<file path="src/rtl/capture_sequencer.sv">
// capture_sequencer: arbitrates two decoder byte strobes into a capture RAM,
// waits for an optional trigger byte, captures a programmed length and serves read-out.
module capture_sequencer #(
    parameter int DEPTH = 16,
    parameter int CW    = $clog2(DEPTH) + 1
) (
    input  logic          clk,
    input  logic          rst_n,
    input  logic          arm,
    input  logic          abort,
    input  logic          trig_en,
    input  logic [7:0]    trig_byte,
    input  logic [CW-1:0] cap_len,
    input  logic          a_valid,
    input  logic [7:0]    a_data,
    input  logic          b_valid,
    input  logic [7:0]    b_data,
    output logic          dec_detect_only,
    output logic [1:0]    state,
    output logic [CW-1:0] count,
    output logic          overflow,
    input  logic          rd_en,
    output logic [8:0]    rd_data,
    output logic          rd_valid
);
    localparam int AW = $clog2(DEPTH);
    typedef enum logic [1:0] {IDLE, ARMED, CAPTURE, DONE} state_t;
    state_t        state_q, state_d;
    logic [CW-1:0] len_q, len_d, count_q, count_d, rd_ptr_q, rd_ptr_d, eff_len;
    logic          ovf_q, ovf_d, rr_b_q, rr_b_d, rd_valid_q, rd_valid_d;
    logic          a_full_q, a_full_d, b_full_q, b_full_d;
    logic [7:0]    a_hold_q, a_hold_d, b_hold_q, b_hold_d;
    logic [8:0]    rd_data_q, rd_data_d, gbyte;
    logic [8:0]    mem [DEPTH];
    logic          active, ga, gb, gnt, hit, we;
    logic [AW-1:0] waddr;
    // rr_b_q set means port B wins the next tie
    assign active  = (state_q == ARMED) || (state_q == CAPTURE);
    assign ga      = a_full_q && (!b_full_q || !rr_b_q);
    assign gb      = b_full_q && !ga;
    assign gnt     = ga || gb;
    assign gbyte   = ga ? {1'b0, a_hold_q} : {1'b1, b_hold_q};
    assign hit     = !trig_en || (gbyte[7:0] == trig_byte);
    assign eff_len = (cap_len == '0 || cap_len > CW'(DEPTH)) ? CW'(DEPTH) : cap_len;
    always_comb begin
        state_d    = state_q;
        len_d      = len_q;
        count_d    = count_q;
        ovf_d      = ovf_q;
        rr_b_d     = rr_b_q;
        a_full_d   = a_full_q;
        a_hold_d   = a_hold_q;
        b_full_d   = b_full_q;
        b_hold_d   = b_hold_q;
        rd_ptr_d   = rd_ptr_q;
        rd_data_d  = rd_data_q;
        rd_valid_d = 1'b0;
        we         = 1'b0;
        waddr      = count_q[AW-1:0];
        if (active) begin
            a_full_d = a_valid || (a_full_q && !ga);
            a_hold_d = (a_valid && (!a_full_q || ga)) ? a_data : a_hold_q;
            b_full_d = b_valid || (b_full_q && !gb);
            b_hold_d = (b_valid && (!b_full_q || gb)) ? b_data : b_hold_q;
            ovf_d    = ovf_q || (a_valid && a_full_q && !ga) || (b_valid && b_full_q && !gb);
            rr_b_d   = gnt ? ga : rr_b_q;
        end
        case (state_q)
            ARMED: if (gnt && hit) begin
                we      = 1'b1;
                waddr   = '0;
                count_d = CW'(1);
                if (len_q == CW'(1)) state_d = DONE;
                else state_d = CAPTURE;
            end
            CAPTURE: if (gnt) begin
                we      = 1'b1;
                count_d = count_q + CW'(1);
                if (count_q + CW'(1) == len_q) state_d = DONE;
            end
            DONE: if (rd_en && rd_ptr_q < count_q) begin
                rd_data_d  = mem[rd_ptr_q[AW-1:0]];
                rd_valid_d = 1'b1;
                rd_ptr_d   = rd_ptr_q + CW'(1);
            end
            default: ;
        endcase
        // leftover held bytes are discarded once the capture completes
        if (state_d == DONE) begin
            a_full_d = 1'b0;
            b_full_d = 1'b0;
        end
        if (arm && (state_q == IDLE || state_q == DONE)) begin
            state_d    = ARMED;
            len_d      = eff_len;
            count_d    = '0;
            ovf_d      = 1'b0;
            rd_ptr_d   = '0;
            rd_data_d  = rd_data_q;
            rd_valid_d = 1'b0;
        end
        if (abort) begin
            state_d    = IDLE;
            len_d      = len_q;
            count_d    = count_q;
            ovf_d      = ovf_q;
            rr_b_d     = rr_b_q;
            rd_ptr_d   = rd_ptr_q;
            rd_data_d  = rd_data_q;
            rd_valid_d = 1'b0;
            we         = 1'b0;
        end
        if (abort || state_d == ARMED && state_q != ARMED) begin
            a_full_d = 1'b0;
            b_full_d = 1'b0;
        end
    end
    always_ff @(posedge clk or negedge rst_n) begin
        if (!rst_n) begin
            state_q    <= IDLE;
            len_q      <= '0;
            count_q    <= '0;
            ovf_q      <= 1'b0;
            rr_b_q     <= 1'b0;
            a_full_q   <= 1'b0;
            a_hold_q   <= '0;
            b_full_q   <= 1'b0;
            b_hold_q   <= '0;
            rd_ptr_q   <= '0;
            rd_data_q  <= '0;
            rd_valid_q <= 1'b0;
        end else begin
            state_q    <= state_d;
            len_q      <= len_d;
            count_q    <= count_d;
            ovf_q      <= ovf_d;
            rr_b_q     <= rr_b_d;
            a_full_q   <= a_full_d;
            a_hold_q   <= a_hold_d;
            b_full_q   <= b_full_d;
            b_hold_q   <= b_hold_d;
            rd_ptr_q   <= rd_ptr_d;
            rd_data_q  <= rd_data_d;
            rd_valid_q <= rd_valid_d;
        end
    end
    always_ff @(posedge clk) begin
        if (we) mem[waddr] <= gbyte;
    end
    assign dec_detect_only = (state_q == IDLE) || (state_q == DONE);
    assign state           = state_q;
    assign count           = count_q;
    assign overflow        = ovf_q;
    assign rd_data         = rd_data_q;
    assign rd_valid        = rd_valid_q;
endmodule

</file>
<file path="config.mk">
export PLATFORM = sky130hd
export DESIGN_NAME = capture_sequencer
export DESIGN_NICKNAME = d
export VERILOG_FILES = /design/src/rtl/capture_sequencer.sv
export SDC_FILE = /design/constraint.sdc
export NUM_CORES = 1
export LEC_CHECK = 0
export BUFFER_PORTS_ARGS = -buffer_cell sky130_fd_sc_hd__buf_2
export CAP_MARGIN = 40
export CORE_MARGIN = 1.5
export CORE_UTILIZATION = 60
export CTS_CLUSTER_SIZE = 40
export DETAILED_ROUTE_END_ITERATION = 10
export GPL_TIMING_DRIVEN = 0
export PLACE_DENSITY = 0.79
export SYNTH_ARGS = -nofsm -noshare
export SYNTH_HDL_FRONTEND = slang
export SYNTH_SLANG_ARGS = --single-unit
</file>
<file path="constraint.sdc">
create_clock -name clk -period 9.1 [get_ports clk]
set_input_delay 0.91 -clock clk [delete_from_list [all_inputs] [get_ports clk]]
set_output_delay 0.91 -clock clk [all_outputs]
set_load 0.05 [all_outputs]
</file>
After elaboration in Yosys (flattened, before gate mapping)

Memories as Yosys holds them, arrays and structs flattened. A register that Yosys moved wholly into a read port is not among the register bits.
Index checks and enable logic that the tools add are counted.

Add/sub/neg operators: 2
Reductions and logical operators: 49
Equality and inequality tests: 11
Bitwise logic cells: 2
Order comparisons: 2
Mux-type cells: 36

Operators with widths:

| kind                                                  | number |
|---|---|
| 2-to-1 mux 5 bit                                      | 7 |
| 2-to-1 mux 1 bit                                      | 18 |
| logical AND 1 bit                                     | 14 |
| logical OR 1 bit                                      | 13 |
| adder 5 x 1 -> 5 bit (second input constant)          | 2 |
| 2-to-1 mux 2 bit                                      | 5 |
| one-hot mux 5 bit (2 select lines)                    | 1 |
| 2-to-1 mux 9 bit                                      | 1 |
| == test 8 bit                                         | 1 |
| 2-to-1 mux 4 bit                                      | 2 |
| AND reduction 2 bit                                   | 4 |
| AND reduction 4 bit                                   | 2 |
| logical NOT 1 bit                                     | 7 |
| == test 2 bit (second input constant)                 | 3 |
| AND reduction 3 bit                                   | 2 |
| nonzero test 2 bit                                    | 3 |
| nonzero test 3 bit                                    | 2 |
| == test 5 x 1 -> 1 bit (second input constant)        | 1 |
| == test 5 bit                                         | 1 |
| greater-than comparator 5 bit (second input constant) | 1 |
| logical NOT 5 bit                                     | 1 |
| < comparator 5 bit                                    | 1 |
| == test 2 x 1 -> 1 bit (second input constant)        | 2 |
| one-hot mux 2 bit (2 select lines)                    | 1 |
| 6 further kinds                                       | 7 |

RAM bits: 144
Flip-flop bits (word level): 38
Word-level logic and storage cells: 114
Memories: 1
Input port bits: 37

Memory list:

| memory | depth | bits a word | read ports | clocked after Yosys merged registers in | write ports | line | text |
|---|---|---|---|---|---|---|---|
| mem    | 16    | 9           | 1          | 1                                       | 1           | 34   | `logic [8:0] mem [DEPTH];` |

Longest topological paths before layout

Word-level depth: 15
Depth in mapped cells: 12
Gate-level depth less buffers: 10

Least setup slack after synthesis

No wires, ideal clock.

Kind: flip-flop to flip-flop
Start: register state_q[0], in the netlist state[0]
End: memory mem[4][0] (enable)
Arrival time: 3.197 ns
Stages on the path, launching flop included: 7
Required time: 8.701 ns
Path buffers: 0
Path slack: 5.504 ns
Setup time: 0.399 ns
Path through: dfrtp_1 > inv_1 > ha_1 > clkinv_1 > nor2_1 > nand4_1 > nor4_1

Longest elaborated chain between the ends: 5
Elaborated cells on any way between the ends: 7

RTL lines:

| element                                                 | line | text |
|---|---|---|
| start: declaration                                      | 28   | `state_t state_q, state_d;` |
| start signal: assignment                                | 133  | `state_q <= state_d;` |
| == test 2 bit or == test 2 x 1 -> 1 bit (tied branches) | 68   | `case (state_q)` |
| one-hot mux 1 bit (2 select lines)                      | 68   |  |
| 2-to-1 mux 1 bit                                        | 102  | `if (abort) begin` |
| 2-to-1 mux 1 bit                                        | 148  | `if (we) mem[waddr] <= gbyte;` |
| 2-to-1 mux 1 bit (not written as such)                  | 148  |  |
| end: declaration                                        | 34   |  |

Parallel ways exist; a longest one is shown, timed or not.

Worst setup path after layout

Ends and elaborated chain as after synthesis.

==> impl_results.md <==
- Status: finished clean
- Tcrit/Tclk final: 37.5%
- Yosys warnings: 0
- Worst r2r src: state[0]
- Seq pwr share: 52.8%
- Clock sinks: 191
- Area contributors post-synth: edfxtp_1 (51%), dfrtp_1 (14%), mux4_2 (12%)
- Dominant cell type by area after synthesis: edfxtp_1
- Filler Cells Inserted: 942
- Crit-path cells: inv_1 -> ha_1 -> clkinv_1 -> nor2_1 -> nand4_1 -> nor4_2 -> buf_4
- Routed WL: 18.6 mm
- Async set or reset register ratio after synthesis: 24.6%
- FP Rows: 43
- First-pass GRT wire length: 28.7 mm
- Commonest non-fill, non-tap cell in the layout: edfxtp_1
- EDFF count, synth: 144
- GRT Overall Usage: 27.3%
- Synth Flop Type: edfxtp_1
- Cell Int Power: 0.00153 W
- Area grow syn2layout: 15.0%
- Placer Congestion: 0.825
- Die Ht: 121 µm
- Worst-margin pin slew: 0.912 ns
- Fin crit period: 3.41 ns
- Post-CTS setup buffers: 0
- Unrepaired setup endpoints after global routing: no
- Top-area cell type share of the netlist area: 51.4%
- Sw Share: 24.0%
- H-tree Lvls: 4
- Switching power: 0.000482 W
- Post-synthesis average cell area: 16.1 µm²
- Max_cap viols: 0
- Setup Crit Path Kind: reg2reg
- Clock Latency Late Sink: 0.44 ns
- Adder-cell area share of the yosys netlist: 1.64%
- Seq/Total Area, Yosys: 65.4%
- Largest family of logic cells by synthesized area: multiplexers
- Mux cell area share after synthesis: 16.3%
- Hold Slack: 0.386 ns
- Worst path arrival time: 3.56 ns
- Hold-fix buffers, CTS: 0
- Clock Root Buffer: clkbuf_16
- Commonest non-fill, non-tap cells in the layout: edfxtp_1 (144), buf_2 (64), dfrtp_1 (47)
- Diodes inserted: 0
- CP startpoint kind: flop
- Vias: 5157
- Simple-Gate Fraction of Synth Area: 6.34%
- Largest net degree at the start of global routing: 36
- IR Drop Worst-Case VDD: 0.130 mV
- Setup TNS: 0 ns
- Die area: 14700 µm²
- Residual DRC count: 0
- Starting density of the core: 61.1%
- CTS-repair resized insts: 0
- Maximum clock rate: 293 MHz
- LEAKAGE: 3.43 nW
- Setup Skew: 0.0108 ns
- Share of cells above drive strength 1: 30.6%
- Slowest cell on crit path: nor4_2
- Timing startpoint of the critical path: state[0]
- Complex-gate fraction of the synthesized area: 6.66%
- CORE AREA: 13800 µm²
- Crit-path leading delay family: simple AND/OR/NAND/NOR gates
- Routed wire length per instance: 23.2 µm
- Num ports: 56
- Initial antenna violation count: 0
- ANT nets after route: 0
- Nets: 660
- WP buf/inv: 3
- DP Wirelength: 12.8 mm
- Remaining Overflow, GRT: 0
- Final core occ: 70.2%
- Total CTS buffers: 17
- 1st-iter DRT viols: 511
- Final Hold Fails: 0
- Fin. max-slew vios: 0
- Clock buffer depth: 2
- Distinct cell type count after synthesis: 61
- Crit. End Element: flop
- Vias per inst: 6.41
- Required @ worst endpoint: 9.25 ns
- PwrDens: 207 nW/µm²
- Clock share of power: 35.9%
- Vias in the first global route: 5134
- CTS tree: done
- Power share of the combinational group: 11.3%
- Worst-path clk slew: 0.06 ns
- Setup violators final: 0
- DRT Pass-1 Iters: 5
- Rel. slew slack: 38.8%
- IO buf count: 55
- Gate Count Post-Synth: 522
- XOR/XNOR Fraction of Synth Area: 1.41%
- Synthesized area: 8410 µm²
- Syn Nets: 570
- #FFs+latches synth: 191
- Crit path max fanout: 9
- Highest cell delay on the worst timing path: 0.63 ns
- Die Wd: 121 µm
- Worst hold path type: in2async
## power groups by stage
stage	clock network (W)	logic [W]	registers (W)
floorplan	0	0.000142	0.00107
global placement	0	0.000207	0.00107
detailed placement	0	0.000226	0.00108
CTS	0.000727	0.000227	0.00106
global route	0.000756	0.000250	0.00106
finish	0.000720	0.000228	0.00106
## sequential cells by signal, summed over array words and instances (netlist names), 2 cells and up
| signal | flops |
|---|---|
| state | 2 |
| rd_ptr_q | 5 |
| b_hold_q | 8 |
| count | 5 |
| rd_data | 9 |
| a_hold_q | 8 |
| len_q | 5 |
| mem | 144 |
## cell type report
type	count	area [µm²]	share of cell area, %
Clock inverter	2	12.5	0.129
Sequential cell	191	5500	56.9
Timing Repair Buffer	71	400	4.14
Clock buffer	30	568	5.87
Multi-Input combinational cell	285	2780	28.7
Tap cell	180	225	2.33
Buffer	25	113	1.16
Inverter	21	78.8	0.815
## synthesized netlist by cell type, types with 7 or more instances
master,count
nor3_1,9
clkbuf_1,15
ha_1,11
nand3_1,7
dfrtp_1,47
a21oi_1,16
nor2_1,14
xnor2_1,9
inv_1,20
mux2_2,26
edfxtp_1,144
nand2_1,32
mux4_2,45
o21ai_0,20
nor4_1,7
nand2b_1,18
## worst register-to-register path: stages, from the launching register on
cell,delay (ns)
dfrtp_1,0.53
inv_1,0.12
ha_1,0.32
clkinv_1,0.22
nor2_1,0.61
nand4_1,0.40
nor4_2,0.63
buf_4,0.29
## per-stage QoR
| stage | worst slack (ns) | power (W) | instances | cell area [µm²] |
|---|---|---|---|---|
| floorplan | 5.50 | 0.00122 | 522 | 8410 |
| global placement | 4.92 | 0.00128 | 757 | 8910 |
| detailed placement | 5.64 | 0.00130 | 773 | 9090 |
| CTS | 5.75 | 0.00201 | 805 | 9670 |
| global route | 5.55 | 0.00207 | 805 | 9670 |
| finish | 5.69 | 0.00201 | 805 | 9670 |
## final timing paths
kind,endpoint,slack [ns],cells past startpoint
max reg2reg,mem[4][0],5.69,7
max in group asynchronous,a_hold_q[1],8.18,2
min reg2reg,rd_data[2],0.51,1
max,mem[4][0],5.69,7
min in group clk,rd_data[2],0.51,1
min,rd_data[2],0.39,1
## kinds of logic (layout without fill, tap and decap cells)
logic type	Yosys count	after routing
xor gates and xnor gates	12	12
muxes	77	77
AOI/OAI and AO/OA	81	81
DFF	191	191
buffers and inverters	46	149
and+or+nand+nor	104	104
adders and majority gates	11	11
## metal layers
layer  track usage, %  part of all wire, %  vias to the layer above
met2             44.2                   51                      259
li1                 -                    -                     2229
met3             6.39                  7.0                       35
met5                0                    0                        -
met1             35.5                   39                     2634
met4             11.7                  3.1                        0
(Power assumes the default switching activity.)
